<file path="src/rtl/n_adder_arbiter_seq.sv">
// n_adder_arbiter_seq: one shared N-bit ripple adder time-multiplexed to add two
// WORDS*N-bit operands over WORDS cycles, least significant word first, with a
// round-robin arbiter in front and a registered valid/ready result port behind.

// Single-word adder that is reused for every word of the wide operation.
module n_adder #(
    parameter int N = 8
) (
    input  logic [N-1:0] a,
    input  logic [N-1:0] b,
    input  logic         c_in,
    output logic [N-1:0] s,
    output logic         c_out
);

    // Widen by one bit so the carry falls out of the same addition.
    assign {c_out, s} = {1'b0, a} + {1'b0, b} + {{N{1'b0}}, c_in};

endmodule

module n_adder_arbiter_seq #(
    parameter int N     = 8,
    parameter int WORDS = 4
) (
    input  logic                 clk,
    input  logic                 rstn,

    input  logic                 req0_valid,
    output logic                 req0_ready,
    input  logic [N*WORDS-1:0]   req0_a,
    input  logic [N*WORDS-1:0]   req0_b,
    input  logic                 req0_cin,

    input  logic                 req1_valid,
    output logic                 req1_ready,
    input  logic [N*WORDS-1:0]   req1_a,
    input  logic [N*WORDS-1:0]   req1_b,
    input  logic                 req1_cin,

    output logic                 out_valid,
    input  logic                 out_ready,
    output logic [N*WORDS-1:0]   out_sum,
    output logic                 out_cout,
    output logic                 out_ovf,
    output logic                 out_id
);

    localparam int W    = N * WORDS;
    // Keep the word index at least one bit wide so WORDS=1 still elaborates.
    localparam int IDXW = (WORDS > 1) ? $clog2(WORDS) : 1;
    localparam logic [IDXW-1:0] IDX_LAST = IDXW'(WORDS - 1);

    typedef enum logic [1:0] {
        IDLE = 2'd0,
        RUN  = 2'd1,
        DONE = 2'd2
    } state_t;

    state_t          state;
    logic            ptr;        // requester that wins when both are valid
    logic [IDXW-1:0] idx;        // word currently being added
    logic            carry;      // carry chained from word k-1 into word k
    logic [W-1:0]    a_reg;
    logic [W-1:0]    b_reg;

    logic            grant_id;
    logic            accept;
    logic            last_word;
    logic [N-1:0]    a_word;
    logic [N-1:0]    b_word;
    logic [N-1:0]    s_word;
    logic            c_word;

    // Pick the requester to serve: a lone valid wins, a tie goes to the pointer.
    always_comb begin
        // NOTE: default first so every path assigns grant_id and no latch is inferred.
        grant_id = 1'b0;
        if (req0_valid && req1_valid) begin
            grant_id = ptr;
        end else if (req1_valid) begin
            grant_id = 1'b1;
        end
    end

    // Ready is only offered while idle and out of reset, to the granted side only.
    assign req0_ready = rstn && (state == IDLE) && req0_valid && !grant_id;
    assign req1_ready = rstn && (state == IDLE) && req1_valid &&  grant_id;
    assign accept     = req0_ready || req1_ready;

    assign last_word  = (idx == IDX_LAST);

    // Route the current word of each captured operand to the shared adder.
    always_comb begin
        a_word = a_reg[int'(idx)*N +: N];
        b_word = b_reg[int'(idx)*N +: N];
    end

    n_adder #(.N(N)) u_adder (
        .a     (a_word),
        .b     (b_word),
        .c_in  (carry),
        .s     (s_word),
        .c_out (c_word)
    );

    // Control FSM with registered operands, carry chain and result outputs.
    always_ff @(posedge clk or negedge rstn) begin
        if (!rstn) begin
            state     <= IDLE;
            ptr       <= 1'b0;
            idx       <= '0;
            carry     <= 1'b0;
            a_reg     <= '0;
            b_reg     <= '0;
            out_valid <= 1'b0;
            out_sum   <= '0;
            out_cout  <= 1'b0;
            out_ovf   <= 1'b0;
            out_id    <= 1'b0;
        end else begin
            // NOTE: non-blocking assignments so every register samples pre-edge values.
            case (state)
                IDLE: begin
                    if (accept) begin
                        a_reg  <= grant_id ? req1_a   : req0_a;
                        b_reg  <= grant_id ? req1_b   : req0_b;
                        carry  <= grant_id ? req1_cin : req0_cin;
                        out_id <= grant_id;
                        ptr    <= ~grant_id;
                        idx    <= '0;
                        state  <= RUN;
                    end
                end

                RUN: begin
                    out_sum[int'(idx)*N +: N] <= s_word;
                    carry                     <= c_word;
                    idx                       <= idx + 1'b1;
                    if (last_word) begin
                        out_cout  <= c_word;
                        // Same-sign operands whose sum flips sign overflowed;
                        // s_word[N-1] is the MSB of the full-width sum here.
                        out_ovf   <= (a_reg[W-1] == b_reg[W-1]) &&
                                     (s_word[N-1] != a_reg[W-1]);
                        out_valid <= 1'b1;
                        state     <= DONE;
                    end
                end

                DONE: begin
                    if (out_ready) begin
                        out_valid <= 1'b0;
                        state     <= IDLE;
                    end
                end

                default: begin
                    state <= IDLE;
                end
            endcase
        end
    end

endmodule

</file>
<file path="config.mk">
export PLATFORM = sky130hd
export DESIGN_NAME = n_adder_arbiter_seq
export DESIGN_NICKNAME = d
export VERILOG_FILES = /design/src/rtl/n_adder_arbiter_seq.sv
export SDC_FILE = /design/constraint.sdc
export NUM_CORES = 1
export LEC_CHECK = 0
export ABC_AREA = 1
export CORE_ASPECT_RATIO = 1.2
export CORE_MARGIN = 2
export CORE_UTILIZATION = 30
export DETAILED_ROUTE_END_ITERATION = 7
export PLACE_DENSITY = 0.66
export SLEW_MARGIN = 20
export SYNTH_ARGS = -nofsm -noshare
export SYNTH_HDL_FRONTEND = slang
export SYNTH_SLANG_ARGS = --single-unit
</file>
<file path="constraint.sdc">
create_clock -name clk -period 8.25 [get_ports clk]
set_input_delay 1.65 -clock clk [delete_from_list [all_inputs] [get_ports clk]]
set_output_delay 1.65 -clock clk [all_outputs]
set_load 0.1 [all_outputs]
</file>
Word-level counts from Yosys, hierarchy flattened

Cells that the tools add are included.

Add/subtract/negate cells: 4
Equal/unequal tests: 8
Shift operators: 4
Mux-type cells: 17
Bitwise logic cells: 1
Reductions and logical operators: 17

Operators with widths:

| kind                                                   | count |
|---|---|
| two-way mux 32 bit                                     | 2 |
| indexed part select 32 x 6 -> 8 bit                    | 2 |
| negator 5 -> 33 bit                                    | 1 |
| variable shift 8 x 33 -> 32 bit (first input constant) | 1 |
| indexed part select 8 x 33 -> 32 bit                   | 1 |
| bitwise mux 32 bit                                     | 1 |
| adder 8 x 8 -> 9 bit                                   | 1 |
| adder 9 x 1 -> 9 bit                                   | 1 |
| two-way mux 2 bit                                      | 4 |
| logical AND 1 bit                                      | 7 |
| two-way mux 1 bit                                      | 6 |
| inequality test 2 bit (second input constant)          | 3 |
| case mux 2 bit (3 select lines)                        | 1 |
| AND reduction 2 bit                                    | 3 |
| AND reduction 3 bit                                    | 2 |
| equality test 2 bit (second input constant)            | 2 |
| case mux 1 bit (2 select lines)                        | 2 |
| case mux 2 bit (2 select lines)                        | 1 |
| nonzero test 2 bit                                     | 2 |
| adder 2 x 1 -> 2 bit (second input constant)           | 1 |
| equality test 2 x 1 -> 1 bit (second input constant)   | 1 |
| logical NOT 2 bit                                      | 1 |
| equality test 1 bit                                    | 1 |
| logical NOT 1 bit                                      | 1 |
| other kinds (3)                                        | 3 |

Flip-flop bits (word level): 106
Input port bits: 135
Output and inout bits: 38
Word-level logic and storage cells: 62

Depth between registers and ports, before layout

Gate-level depths: netlist of run 1.

Depth after elaboration: 7
Mapped depth: 18
Gate-level depth less buffers: 16

Modules after synthesis

Synthesis of run 1 repeated with hierarchy kept, for this count alone.

Cell total of the unflattened synthesis: 713
Area total of the unflattened synthesis: 5,532.8 um^2

By module, submodules not included:

| module              | times used | cells an instance | area an instance (um^2) |
|---|---|---|---|
| n_adder_arbiter_seq | 1          | 654               | 5,148.7 |
| n_adder             | 1          | 59                | 384.1 |

Least setup slack after synthesis of run 1

No wires, ideal clock.

Path kind: input-to-output
From: input req0_valid
To: output req1_ready
Arrival: 3,033 ps
Path slack: 3,567 ps
Stages on the path: 6
Cells stage by stage: inv_1 o21ai_2 inv_2 nand2_2 inv_2 buf_1

Cells in the longest elaborated chain, start to end: 3

RTL lines:

| element           | RTL line | text |
|---|---|---|
| start, declared   | 28       | `input logic req0_valid,` |
| logical AND 1 bit | 78       | `if (req0_valid && req1_valid) begin` |
| two-way mux 1 bit | 78       |  |
| logical AND 1 bit | 87       | `assign req1_ready = rstn && (state == IDLE) && req1_valid && grant_id;` |
| end, declared     | 35       | `output logic req1_ready,` |

Every way passes these cells.

Final worst setup path of run 1

Same ends and word-level chain as after synthesis.

==> key figures, run 1 <==
GRT
  – Vias in the first global route: 4914
  – Largest net degree at the start of global routing: 64
  – Total Routing Usage GR: 0.170
  – Initial antenna violation count: 0
  – Gr ovfl total: 0
  – Global-route wire length before repair: 25700 µm

CTS
  – CTS Hold Bufs: 0
  – Cts repair resizes: 0
  – Clk sink count: 106
  – Worst skew pair latency: 0.35 ns
  – Postcts setup bufs: 0
  – H-tree depth: 3
  – CTS tree: done
  – CTS Buffer Depth: 2
  – CTS root buf: clkbuf_16
  – Clock transition at the registers of the reported paths: 0.07 ns
  – CTS Buf Count: 9

Worst setup path
  – Crit path capture type: primary output
  – Buffers and inverters on the worst path: 6
  – CP max-delay cell: clkdlybuf4s50_1
  – Crit path kind: in2out
  – Setup crit start kind: input pin
  – Worst Reg-to-Reg Cells: 14
  – Startpoint of the worst register-to-register path: idx[0]
  – Crit path DAT: 4.78 ns
  – Critical path required time: 6.60 ns
  – Worst path cell trace: clkdlybuf4s50_1 > inv_1 > o21ai_2 > buf_4 > inv_2 > nand2_2 > inv_2 > clkdlybuf4s50_1
  – Worst path top cell family by delay: buffers and inverters
  – Crit path largest cell delay: 1.26 ns
  – Worst reg2reg endpoint: out_sum[28]
  – R2r setup slk: 4.09 ns
  – Max FO, Critical Path: 37

Floorplanning
  – Starting density of the core: 0.308
  – Die area: 19100 µm²
  – Std cell rows: 53
  – Die width: 127 µm
  – I/O pins: 173
  – Core ar.: 17600 µm²
  – Die H: 151 µm

Detailed routing
  – DRC Markers: 0
  – Detailed Route Iter0 Violations: 313
  – Pre-Repair DR Iteration Count: 6
  – Routed WL per cell: 15.2 µm
  – WL final: 16000 µm
  – Vias post-DR: 5048
  – Via-to-Cell Ratio: 4.78
  – Post-route ant nets: 0

Placement
  – Port bufs: 172
  – Routability cong.: 0.829
  – Dpl hpwl: 11800 µm

Layout
  – Final net count: 982
  – Final core utilization: 0.432
  – Layout cells sized above 1: 0.0538
  – Area delta synth->final: 40.3%
  – # diodes: 0

STA
  – Hold_ws: 0.478 ns
  – Measured slew at the worst slew-check pin: 1.01 ns
  – Final worst-path cycle share: 0.779
  – Slew margin rel.: 0.327
  – Setup TNS: 0 ns
  – Period minus WS final: 6.43 ns
  – Slew Limit Fails: 0
  – RSZ-0062 raised after global routing: no
  – Final hold violations: 0
  – Skew final: 0.0118 ns
  – Fmax: 0.156 GHz
  – # setup viols final: 0

Power and ir drop
  – Lkg Pwr: 3.47 nW
  – Total power: 0.00333 W
  – PwrDens: 439 nW/µm²
  – Maximum vdd ir drop: 229 µV

Hold path
  – Hold endpoint: b_reg[10]
  – Hold Crit Depth: 2
  – Worst Hold Class: reg2reg
  – Hold_sp: b_reg[10]

Yosys
  – Yosys top cell by area: dfrtp_1
  – Share of the synthesized area in the top cell type: 0.490
  – Post-synth EDFFs: 0
  – Syn Area/Cell: 8.01 µm²
  – Post-synth top flop: dfrtp_1
  – Synth Cell Area: 5410 µm²
  – Post-Syn Instances: 676
  – Yosys Warn Count: 0
  – Area contributors post-synth: dfrtp_1 (49%), nand2_1 (17%), nor2_1 (4.7%)
  – Count leader, synth: nand2_1
  – Net Count, Synth: 826
  – Synth Register Bits: 106
  – Most frequent cells after synthesis: nand2_1 (242), dfrtp_1 (106), nor2_1 (68)
  – Synth async-reset ratio: 1.00
  – Sequential area share after synthesis: 0.490
  – Distinct cells, synth: 36

Job
  – Max-cap violation count: 0

Run status
  – Status: finished clean
==> kinds of logic after synthesis <==
group,Yosys count,synth area share
flip-flops,106,0.490
AND/OR/NAND/NOR,361,0.275
adder cells (fa/ha/maj),15,0.0375
XOR/XNOR,3,0.00486
buffers and inverters,68,0.0532
AO/OA/AOI/OAI,123,0.140
==> how the worst max path moves through the flow <==
stage	start	endpoint	slack (ns)	depth (start not counted)
after global placement	req0_valid	req1_ready	1.84	8
after detailed placement	req0_valid	req1_ready	1.81	8
after floorplan	req0_valid	req1_ready	3.57	6
final	req0_valid	req1_ready	1.82	8
after CTS	req0_valid	req1_ready	1.81	8
after global routing	req0_valid	req1_ready	1.62	8
==> report_power, final <==
part	leakage (nW)	internal (W)	switching [W]
combinational	2.00	0.000608	0.00138
clock	0.147	0.000246	0.000196
sequential	1.32	0.000741	0.000164
==> placed cells by master (no fill, tap or decap), types with 5 or more instances in the layout <==
cell	netlist	final
buf_4	4	6
dfrtp_1	106	105
a21oi_1	7	7
o22ai_1	14	14
nand3_1	33	33
inv_1	24	24
nand2_1	242	242
o21ai_1	7	7
nand4_1	5	5
o21ai_0	35	35
ha_1	13	13
clkbuf_16	0	9
a31oi_1	28	28
nor2_1	68	68
clkdlybuf4s50_1	0	171
a22oi_1	23	23
inv_2	10	10
==> per-stage QoR <==
step / setup slack (ns) / area, µm² / instances
global route: 1.62 / 7590 / 1057
CTS: 1.81 / 7590 / 1057
finish: 1.82 / 7590 / 1057
floorplan: 3.57 / 5410 / 676
global placement: 1.84 / 7290 / 1041
detailed placement: 1.81 / 7290 / 1041
==> area by class of cell <==
cell class	instances	area, µm²
multi-input cells	502	2470
flip-flops and latches	106	2650
well taps	220	275
clock inverters	5	60.1
clock buffers	11	243
fillers	1758	9980
repair buffers	177	1760
inverters	36	135
==> worst reg2reg max path: stages, from the launching register on <==
cell and delay [ns]:
dfrtp_2 0.97, clkinv_1 0.75, buf_4 0.43, o21ai_0 0.20
o22ai_1 0.14, fa_1 0.43, inv_1 0.08, fa_1 0.20
inv_1 0.05, nand2_1 0.07, a21oi_1 0.11, xnor2_1 0.32
nor2_1 0.14, nand3_1 0.10, nand2_1 0.06
==> routing by layer <==
| metal | up-vias | part of all wire | GRT usage |
|---|---|---|---|
| li1 | 2556 | - | - |
| met1 | 2314 | 0.45 | 0.233 |
| met2 | 154 | 0.47 | 0.270 |
| met3 | 24 | 0.049 | 0.0290 |
| met4 | 0 | 0.025 | 0.0665 |
| met5 | - | 0 | 0 |
No activity file was read; power rests on OpenSTA's default activity.
==> run 2, diff against run 1 <==
PLACE_DENSITY = 0.68   (was 0.66)
clock period = 5.8 ns   (was 8.25 ns; I/O delays follow)
==> run 2 against run 1 <==
Compared with the run above:
- clock-buffer cell count is 1 higher
- sequential power increased by 37%
- register-to-register slack worse by 1.5 ns
- final area up 0.43%
- via count rose by 0.53%
- non-clock buffer count up 3
- clock power up 43%
- critical path type unchanged
- largest power group unchanged
==> key figures, run 2 (same netlist as run 1, synthesis figures left out) <==
Run status
  – Status: finished clean

CTS
  – CTS Buf Count: 9 (unchanged)
  – Postcts setup bufs: 0 (unchanged)
  – CTS Hold Bufs: 0 (unchanged)
  – Clock transition at the registers of the reported paths: 0.07 ns (about the same)
  – Worst skew pair latency: 0.35 ns (about the same)
  – H-tree depth: 3 (unchanged)
  – CTS root buf: clkbuf_16
  – CTS tree: done
  – Cts repair resizes: 0 (unchanged)
  – Clk sink count: 106 (unchanged)
  – CTS Buffer Depth: 2 (unchanged)

STA
  – Setup TNS: 0 ns (unchanged)
  – Skew final: 0.0119 ns (+0.000138 ns)
  – RSZ-0062 raised after global routing: no
  – Hold_ws: 0.475 ns (-0.00337 ns)
  – Final worst-path cycle share: 0.793
  – Period minus WS final: 4.60 ns
  – # setup viols final: 0 (unchanged)
  – Measured slew at the worst slew-check pin: 0.995 ns (-0.0106 ns)
  – Final hold violations: 0 (unchanged)
  – Slew margin rel.: 0.334 (+0.00738)
  – Slew Limit Fails: 0 (unchanged)
  – Fmax: 0.217 GHz

Worst setup path
  – Critical path required time: 4.64 ns (-1.96 ns)
  – Crit path DAT: 3.44 ns (-1.34 ns)
  – Worst path top cell family by delay: buffers and inverters
  – Crit path largest cell delay: 0.50 ns (-0.76 ns)
  – Setup crit start kind: input pin
  – Buffers and inverters on the worst path: 6 (unchanged)
  – CP max-delay cell: inv_2
  – Max FO, Critical Path: 37 (unchanged)
  – Worst path cell trace: clkdlybuf4s50_1 > inv_1 > o21ai_2 > buf_4 > inv_2 > nand2_2 > inv_2 > buf_4
  – Crit path kind: in2out
  – Crit path capture type: primary output

Placement
  – Port bufs: 172 (unchanged)
  – Dpl hpwl: 12100 µm (+2.3%)
  – Routability cong.: 0.881 (+6.3%)

Detailed routing
  – WL final: 16200 µm (+1.1%)
  – Detailed Route Iter0 Violations: 344 (+9.9%)
  – DRT met1 WL: 7230 µm (-0.25%)
  – DRC Markers: 0 (unchanged)
  – Post-route ant nets: 0 (unchanged)
  – WL met2: 7810 µm (+3.0%)
  – Via-to-Cell Ratio: 4.79 (+0.25%)
  – Pre-Repair DR Iteration Count: 4 (-2)
  – Vias post-DR: 5075 (+0.53%)
  – Routed WL per cell: 15.3 µm (+0.81%)
  – Top Layer Used: met4
  – Metal3 WL: 761 µm (-3.8%)

Floorplanning
  – Core ar.: 17600 µm² (unchanged)
  – I/O pins: 173 (unchanged)
  – Die area: 19100 µm² (unchanged)
  – Die H: 151 µm (unchanged)
  – Std cell rows: 53 (unchanged)
  – Starting density of the core: 0.308 (unchanged)
  – Die width: 127 µm (unchanged)

Job
  – Max-cap violation count: 0 (unchanged)

Layout
  – Layout cells sized above 1: 0.0583 (+0.00457)
  – Area delta synth->final: 40.9%
  – # diodes: 0 (unchanged)
  – Commonest non-fill, non-tap cell in the layout: nand2_1
  – Final net count: 985 (+0.31%)
  – Final core utilization: 0.434 (+0.00185)
  – Most frequent cells in the layout: nand2_1 (242), clkdlybuf4s50_1 (169), dfrtp_1 (105), nor2_1 (68), o21ai_0 (35)

GRT
  – Gr ovfl total: 0 (unchanged)
  – Initial antenna violation count: 0 (unchanged)
  – Vias in the first global route: 5044 (+2.6%)
  – Total Routing Usage GR: 0.173 (+0.00230)
  – Largest net degree at the start of global routing: 55 (-14%)
  – Global-route wire length before repair: 26000 µm (+1.3%)

Hold path
  – Worst Hold Class: reg2reg

Power and ir drop
  – Lkg Pwr: 3.50 nW (+0.72%)
  – Maximum vdd ir drop: 305 µV (+33%)
  – PwrDens: 623 nW/µm² (+42%)
[run 2: area by class of cell]
class	count	area [µm²]
Clock buffer	12	246
Clock inverter	4	58.8
Fill cell	1738	9950
Inverter	36	135
Multi-Input combinational cell	502	2470
Sequential cell	106	2650
Tap cell	220	275
Timing Repair Buffer	180	1790
[run 2: path summary, 6_finish.rpt]
| kind | cells past startpoint | from | endpoint | slack [ns] |
|---|---|---|---|---|
| max in group asynchronous | 3 | rstn | idx[0] | 3.66 |
| setup / recovery | 8 | req0_valid | req1_ready | 1.20 |
| hold / removal | 2 | b_reg[10] | b_reg[10] | 0.47 |
| min in group asynchronous | 2 | rstn | a_reg[13] | 0.97 |
| setup reg to reg | 12 | idx[1] | out_sum[12] | 2.59 |
| hold reg to reg | 2 | b_reg[10] | b_reg[10] | 0.47 |
[run 2: layer usage]
layer / vias to the layer above / global-route usage
met1: 2356 / 0.229
met4: 0 / 0.0555
met3: 25 / 0.0346
met5: - / 0
li1: 2553 / -
met2: 141 / 0.284
[run 2: per-stage QoR]
stage               instances  power [W]  area (µm²)  worst slack (ns)
global route             1060    0.00516        7630             0.984
CTS                      1060    0.00480        7630              1.16
finish                   1060    0.00475        7630              1.20
global placement         1044    0.00411        7320              1.19
detailed placement       1044    0.00415        7320              1.17
floorplan                 676    0.00331        5410              2.10
[run 2: power breakdown]
part	internal, W	leakage [nW]	switching (W)
clock	0.000353	0.149	0.000279
combinational	0.000873	2.03	0.00201
sequential	0.00105	1.32	0.000181
[run 2: worst min-delay path, stage by stage, from the launching register on]
cell and delay, ns:
dfrtp_1 0.34, nand2_1 0.05, nand2_1 0.06
==> run 3, diff against run 2 <==
PLACE_DENSITY = 0.66   (was 0.68)
clock period = 4.42 ns   (was 5.8 ns; I/O delays follow)
==> run 3 against run 2 <==
Compared with the run above:
- critical path depth shrank 1
- clock power is 19% higher
- final area shrank 0.21%
- clock skew down 0.0011 ns
- die area did not move
==> key figures, run 3 (same netlist as run 1, synthesis figures left out) <==
Layout
  – Most frequent cells in the layout: nand2_1 (242), clkdlybuf4s50_1 (169), dfrtp_1 (105), nor2_1 (68), o21ai_0 (35)
  – Area of the multi-input gates: 2470 µm² (unchanged)
  – Seq. cell area: 2650 µm² (unchanged)
  – # fillers: 1765 (+1.6%)
  – Area delta synth->final: 40.6%
  – Final core utilization: 0.433 (-0.000925)
  – Final net count: 986 (+0.10%)
  – Commonest non-fill, non-tap cell in the layout: nand2_1
  – # diodes: 0 (unchanged)
  – Final Non-Filler Cells: 1060 (unchanged)
  – Layout cells sized above 1: 0.0595 (+0.00119)

Placement
  – Dpl hpwl: 12100 µm (-0.39%)
  – Placed Cells incl. Taps: 1045 (+0.096%)
  – Port bufs: 172 (unchanged)
  – Routability cong.: 0.856 (-2.9%)

CTS
  – CTS tree: done
  – CTS Buffer Depth: 2 (unchanged)
  – Clock transition at the registers of the reported paths: 0.06 ns (about the same)
  – CTS Hold Bufs: 0 (unchanged)
  – CTS Buf Count: 9 (unchanged)
  – Worst skew pair latency: 0.35 ns (about the same)
  – H-tree depth: 3 (unchanged)
  – Cts repair resizes: 0 (unchanged)
  – Clk sink count: 106 (unchanged)
  – CTS root buf: clkbuf_16
  – Postcts setup bufs: 0 (unchanged)

STA
  – Skew final: 0.0108 ns (-0.00109 ns)
  – Slew Limit Fails: 0 (unchanged)
  – RSZ-0062 raised after global routing: no
  – Hold_ws: 0.466 ns (-0.00859 ns)
  – Measured slew at the worst slew-check pin: 1.00 ns (+0.00565 ns)
  – Fmax: 0.315 GHz
  – Period minus WS final: 3.18 ns
  – Final worst-path cycle share: 0.719
  – # setup viols final: 0 (unchanged)
  – Slew margin rel.: 0.331 (-0.00378)
  – Final hold violations: 0 (unchanged)
  – Setup TNS: 0 ns (unchanged)

Detailed routing
  – Detailed Route Iter0 Violations: 379 (+10%)
  – Routed WL per cell: 15.4 µm (+1.0%)
  – Via-to-Cell Ratio: 4.84 (+1.1%)
  – WL final: 16400 µm (+1.0%)
  – Pre-Repair DR Iteration Count: 5 (+1)
  – DRC Markers: 0 (unchanged)
  – Vias post-DR: 5130 (+1.1%)
  – Post-route ant nets: 0 (unchanged)

GRT
  – Initial antenna violation count: 0 (unchanged)
  – Gr ovfl total: 0 (unchanged)
  – Vias in the first global route: 4934 (-2.2%)
  – Total Routing Usage GR: 0.172 (-0.000420)
  – Global-route wire length before repair: 25800 µm (-0.88%)
  – Largest net degree at the start of global routing: 74 (+35%)

Floorplanning
  – Std cell rows: 53 (unchanged)
  – Starting density of the core: 0.308 (unchanged)
  – Die area: 19100 µm² (unchanged)
  – Die H: 151 µm (unchanged)
  – Die width: 127 µm (unchanged)
  – I/O pins: 173 (unchanged)
  – Core ar.: 17600 µm² (unchanged)

Job
  – Max-cap violation count: 0 (unchanged)

Power and ir drop
  – Lkg Pwr: 3.49 nW (-0.26%)
  – Maximum vdd ir drop: 422 µV (+38%)
  – PwrDens: 814 nW/µm² (+31%)

Worst setup path
  – Crit path DAT: 2.29 ns (-1.15 ns)
  – R2r setup slk: 1.27 ns (-1.32 ns)
  – Worst Reg-to-Reg Cells: 16 (+4)
  – Setup crit start kind: input pin
  – Critical path required time: 3.54 ns (-1.10 ns)
  – Crit path capture type: primary output
  – Crit path kind: in2out
  – Max FO, Critical Path: 30 (-19%)

Hold path
  – Hold Crit Depth: 2 (unchanged)
  – Worst Hold Class: reg2reg

Run status
  – Status: finished clean
## run 3: cell count changes in the layout (fill, tap and decap cells not counted)
cell / change
clkinv_2: +2
clkbuf_1: -1
clkinv_4: -1
inv_8: -1
clkinvlp_4: +1
buf_12: +1
bufinv_16: -1
## run 3: power breakdown
group | switching [W] | leakage [nW] | total (W) | internal, W
combinational | 0.00265 | 2.03 | 0.00380 | 0.00116
sequential | 0.000254 | 1.32 | 0.00164 | 0.00139
clock | 0.000358 | 0.132 | 0.000753 | 0.000395
total | 0.00326 | 3.49 | 0.00619 | 0.00294
## run 3: worst max-delay path, cell delays in order
cell	delay, ns
clkdlybuf4s50_1	0.43
inv_1	0.08
o21ai_2	0.07
inv_2	0.38
nand2_2	0.14
inv_2	0.12
buf_12	0.18
## run 3: path summary, 6_finish.rpt
path / from / end
worst max-delay path: req0_valid / req1_ready
worst min-delay path: out_valid / out_valid
worst max register to register: idx[0] / out_sum[14]
worst min register to register: out_valid / out_valid
max in group asynchronous: rstn / out_valid
min in group asynchronous: rstn / a_reg[7]
## run 3: per-stage QoR
stage / total power, W / setup slack [ns] / area [µm²]
finish: 0.00619 / 1.24 / 7610
global route: 0.00667 / 0.954 / 7610
CTS: 0.00623 / 1.20 / 7610
detailed placement: 0.00546 / 1.20 / 7340
global placement: 0.00540 / 1.21 / 7340
floorplan: 0.00435 / 1.27 / 5410
## run 3: routing by layer
metal,vias up,share of wire,GRT usage
met1,2370,0.43,0.225
met3,23,0.056,0.0350
met2,170,0.49,0.283
met4,0,0.025,0.0654
li1,2567,-,-
met5,-,0,0
## run 3: cell type report
cell class | instances | area share
tap | 220 | 0.0362
sequential | 106 | 0.349
timing repair buffer | 181 | 0.237
clock buffer | 11 | 0.0319
inverter | 36 | 0.0178
clock inverter | 4 | 0.00345
multi-input combinational | 502 | 0.325
==> RTL edit 1: new RTL, config.mk and constraints of run 3 <==
Put one more register stage on the output `out_ovf`, without a reset. The value now appears one clock later. The other outputs are not delayed to match.
--- a/src/rtl/n_adder_arbiter_seq.sv
+++ b/src/rtl/n_adder_arbiter_seq.sv
@@ -57,2 +57,4 @@
     } state_t;
+
+    logic out_ovf_s0;
 
@@ -117,3 +119,3 @@
             out_cout  <= 1'b0;
-            out_ovf   <= 1'b0;
+            out_ovf_s0 <= 1'b0;
             out_id    <= 1'b0;
@@ -142,3 +144,3 @@
                         // s_word[N-1] is the MSB of the full-width sum here.
-                        out_ovf   <= (a_reg[W-1] == b_reg[W-1]) &&
+                        out_ovf_s0 <= (a_reg[W-1] == b_reg[W-1]) &&
                                      (s_word[N-1] != a_reg[W-1]);
@@ -163,2 +165,6 @@
 
+    always_ff @(posedge clk) begin
+        out_ovf <= out_ovf_s0;
+    end
+
 endmodule
Function: changed (Yosys sat finds a counterexample within 10 cycles, from zero or initial values and one cycle with rstn low).
==> RTL edit 1 against run 3 <==
Routed wire length decreased by 0.10%; largest power group unchanged; clock skew decreased by 1.3 ps; total power increased by 1.0%; sequential cell count increased by 1; sequential share of layout area increased by 0.073 points; non-clock buffer count unchanged; cell area increased by 0.54%; highest routed layer unchanged; worst setup slack got worse by 9.8 ps; critical path type unchanged; first-iteration DRC count decreased by 12%; area after synthesis increased by 0.37%; combinational power about the same.
==> RTL edit 1: results (changes against run 3) <==
| Metric | Value |
|---|---|
| HP Start | out_ovf_s0 |
| Via count | 5,124 (-0.12%) |
| Ys async rst share | 99.1% (-0.93 points) |
| Routed WL | 16,300 um (-0.10%) |
| First-pass GRT wire length | 26,000 um (+0.78%) |
| Syn_area_per_cell | 8.02 um^2 (+0.22%) |
| Detailed Place HPWL | 12,100 um (+0.53%) |
| Unique cell type count in the Yosys netlist | 37 (+2.8%) |
| Share of post-route cells with drive strength above 1 | 5.95% (-0.0071 points) |
| Worst hold margin | 410 ps (-56.7 ps) |
| Leak Pwr | 3.51 nW (+0.57%) |
| Synthesized Nets | 827 (+0.12%) |
| Final Skew | 9.55 ps (-1.30 ps) |
| Design area | 0.00765 mm^2 (+0.54%) |
| Reg2Reg Setup Slack | 1390 ps (+120 ps) |
| Slowest cell on crit path | clkdlybuf4s50_1 |
| Tot GR Track Use | 17.4% (+0.15 points) |
| Hold Path Stages | 0 (-2) |
| Switch Pwr | 0.00326 W (+0.21%) |
| Tightest Pin Transition | 1030 ps (+24.3 ps) |
| Switch share | 52.2% (-0.42 points) |
| Post-place setup slack | 1210 ps (+10.8 ps) |
| Sequential share of the synthesized area | 49.2% (+0.19 points) |
| Area post-placement | 0.00736 mm^2 (+0.27%) |
| DRT iter0 DRCs | 332 (-12%) |
| Vias in the first global route | 4,966 (+0.65%) |
| Num CTS Buffers | 9 (unchanged) |
| R2r worst-path depth | 13 (-3) |
| Synth top area cells | dfrtp_1 (49%), nand2_1 (17%), nor2_1 (4.7%), a31oi_1 (3.2%), o21ai_0 (3.2%) |
| Routability cong. | 0.846 (-1.1%) |
| CP arrival | approximately 2300 ps |
| Final Cycle Share | 72.1% (+0.22 points) |
| Outcome | finished clean |
| Nets | 987 (+0.10%) |
| Post-Place Cells | 1,046 (+0.096%) |
| Largest net degree at the start of global routing | 66 (-11%) |
| CP endpoint | req1_ready |
| Endpoint of the most critical register-to-register path | out_sum[28] |
| First-pass DRT Iterations | 4 (-1) |
| Max IR drop VDD | 0.376 mV (-11%) |
| Fill cells | 1,794 (+1.6%) |
| Hold path endpoint | out_ovf |
| Initial antenna violation count | 0 (unchanged) |
| R2R Path Start | idx[0] |
| Clk network pwr share | 13.0% (+0.9 points) |
| Vias per cell | 4.83 (-0.21%) |
## RTL edit 1: changes by cell type after synthesis, sizes merged
cell	delta
dfxtp	+1
## RTL edit 1: metal layers
metal / global-route usage, % / wire length (um)
met1: 23.1 / 7210
met2: 28.3 / 7970
met3: 3.25 / 782
met4: 6.59 / 374
met5: 0 / 0
## RTL edit 1: kinds of logic after synthesis
group                      Yosys count  synth area share (%)
AOI/OAI and AO/OA                  123                  13.9
xor gates and xnor gates             3                 0.484
adders and majority gates           15                  3.73
buffers and inverters               68                  5.30
DFF                                107                  49.2
and+or+nand+nor                    361                  27.4
## RTL edit 1: layout make-up
cell class | count | area share (%)
clock buffer | 10 | 2.99
clock inverter | 5 | 0.801
inverter | 36 | 1.77
multi-input combinational | 502 | 32.3
sequential | 107 | 34.9
tap | 220 | 3.60
timing repair buffer | 181 | 23.6
## RTL edit 1: worst max-delay path: cells and delay by family
family	cells	cell delay (ps)
buf+inv	5	1180
simple gates	1	160
compound gates	1	70
==> RTL edit 2: new RTL, config.mk and constraints of run 3 <==
Without the edit above. The parameter `WORDS` goes from 4 to 8.
--- a/src/rtl/n_adder_arbiter_seq.sv
+++ b/src/rtl/n_adder_arbiter_seq.sv
@@ -22,3 +22,3 @@
     parameter int N     = 8,
-    parameter int WORDS = 4
+    parameter int WORDS = 8
 ) (
Ports: changed (5 resized); port bits go from 173 to 333. No check against the original RTL was run, so the function may have changed too.
==> RTL edit 2 against run 3 <==
Worst setup slack worse by 640 ps; routed wire length rose by 110%; cell area up 91%; fmax fell by 17%; area after synthesis increased by 85%; critical path type is now reg -> reg; total power up 95%; sequential cell count up 97; highest routed layer is now met5; clock power increased to 2.6 times the old value; largest cell class unchanged.
==> RTL edit 2: results (changes against run 3) <==
| Metric | Value |
|---|---|
| Outcome | finished clean |
| Synth Area in XOR/XNOR | 0.262% (-0.22 points) |
| H-Tree Depth | 1 (-2) |
| Leak Pwr | 6.80 nW (+95%) |
| Synth cell count leaders | nand2_1 (464), dfrtp_1 (203), a22oi_1 (126), o21ai_0 (83), nor2_1 (78) |
| First-pass GRT wire length | 51,600 um (+100%) |
| Tot GR Track Use | 19.0% (+1.8 points) |
| Synth Instances | 1,210 (+79%) |
| Synth top area cells | dfrtp_1 (51%), nand2_1 (17%), a22oi_1 (9.4%), o21ai_0 (4.1%), nor2_1 (2.9%) |
| Post-Synth Adder-Cell Area | 2.15% (-1.6 points) |
| WL per Instance | 17.3 um (+12%) |
| Vias per cell | 4.86 (+0.50%) |
| Largest fanout on the critical path | 69 (+130%) |
| Fill cells | 3,266 (+85%) |
| Post-place setup slack | 585 ps (-616 ps) |
| Unique cell type count in the Yosys netlist | 35 (-2.8%) |
| PortBufs | 332 (+93%) |
| Num CTS Buffers | 24 (+15) |
| Share of post-route cells with drive strength above 1 | 5.51% (-0.44 points) |
| CP arrival | 4250 ps (+1960 ps) |
| Sequential share of the synthesized area | 50.7% (+1.7 points) |
| Synthesized Nets | 1,489 (+80%) |
| Worst rel slew slack | 30.7% (-2.3 points) |
| Post-Place Cells | 1,932 (+85%) |
| Initial antenna violation count | 2 (+2) |
| Max IR drop VDD | 0.564 mV (+34%) |
| Root Driver | clkbuf_16 |
| Compound-Gate Fraction of Synth Area | 17.1% (+3.1 points) |
| Multiplexer share of the synthesized area | 0% (unchanged) |
| DRT iter0 DRCs | 744 (+96%) |
| Largest net degree at the start of global routing | 127 (+72%) |
| Final Skew | 17.5 ps (+6.69 ps) |
| Routed WL | 34,100 um (+110%) |
| Clock Latency Late Sink | 520 ps (+170 ps) |
| Nets | 1,787 (+81%) |
| Post_cts resized | 0 (unchanged) |
| Routability cong. | 0.845 (-1.3%) |
| Vias in the first global route | 9,281 (+88%) |
| Clk buf depth | 3 (+1) |
| Hold Crit Class | reg -> reg |
| Synth Warn # | 0 (unchanged) |
| Detailed Place HPWL | 24,800 um (+110%) |
[RTL edit 2: cell types whose count changed after synthesis, sizes merged, moves of 19 or more]
cell / change
nand2: +218
a22oi: +103
dfrtp: +97
o21ai: +53
clkbuf: +40
a31oi: -26
o22ai: +19
[RTL edit 2: routing by layer]
| metal | vias up | wire (um) | GRT usage (%) |
|---|---|---|---|
| met5 | - | 13 | 0 |
| met4 | 2 | 876 | 5.37 |
| met3 | 55 | 2100 | 3.31 |
| met2 | 342 | 17300 | 33.5 |
| met1 | 4538 | 13800 | 23.7 |
| li1 | 4674 | - | - |
[RTL edit 2: path summary, 6_finish.rpt]
path | end | cells past startpoint | slack, ps | startpoint
max in group asynchronous | idx[0] | 3 | 2470 | rstn
min in group asynchronous | a_reg[13] | 2 | 560 | rstn
max | out_sum[52] | 15 | 600 | idx[0]
min reg2reg | b_reg[46] | 2 | 470 | b_reg[46]
max reg2reg | out_sum[52] | 15 | 600 | idx[0]
min | b_reg[46] | 2 | 470 | b_reg[46]
[RTL edit 2: report_power, final]
group	switching, W	internal (W)	total, W
Sequential	0.000484	0.00266	0.00314
Combinational	0.00501	0.00196	0.00697
Clock	0.000778	0.00121	0.00199
Total	0.00627	0.00583	0.0121
[RTL edit 2: cell families after synthesis]
| family | Yosys count |
|---|---|
| and+or+nand+nor | 599 |
| AOI/OAI and AO/OA | 265 |
| buffers and inverters | 124 |
| DFF | 203 |
| xor gates and xnor gates | 3 |
| adders and majority gates | 16 |
[RTL edit 2: through the flow]
stage	area, um^2	total power [W]
finish	14600	0.0121
global route	14600	0.0129
detailed placement	13700	0.0102
global placement	13700	0.0101
floorplan	10000	0.00795
CTS	14500	0.0122
[RTL edit 2: cell type report]
type,count,area share [%]
antenna,1,0.0172
sequential,203,34.9
clock buffer,33,4.78
timing repair buffer,347,24.0
tap,450,3.87
clock inverter,10,0.731
inverter,49,1.30
multi-input combinational,883,30.4
[RTL edit 2: worst max-delay path, stage by stage, from the launching register on]
cell     delay, ps
dfrtp_2        370
buf_4          560
o21ai_0        280
o22ai_1        330
nand2_1         90
nand2_1        100
fa_1           190
inv_1           60
fa_1           390
inv_1           70
nand2_1         50
nand2_1         60
and2_1         150
xor2_1         620
nand2_1        120
o21ai_0        200
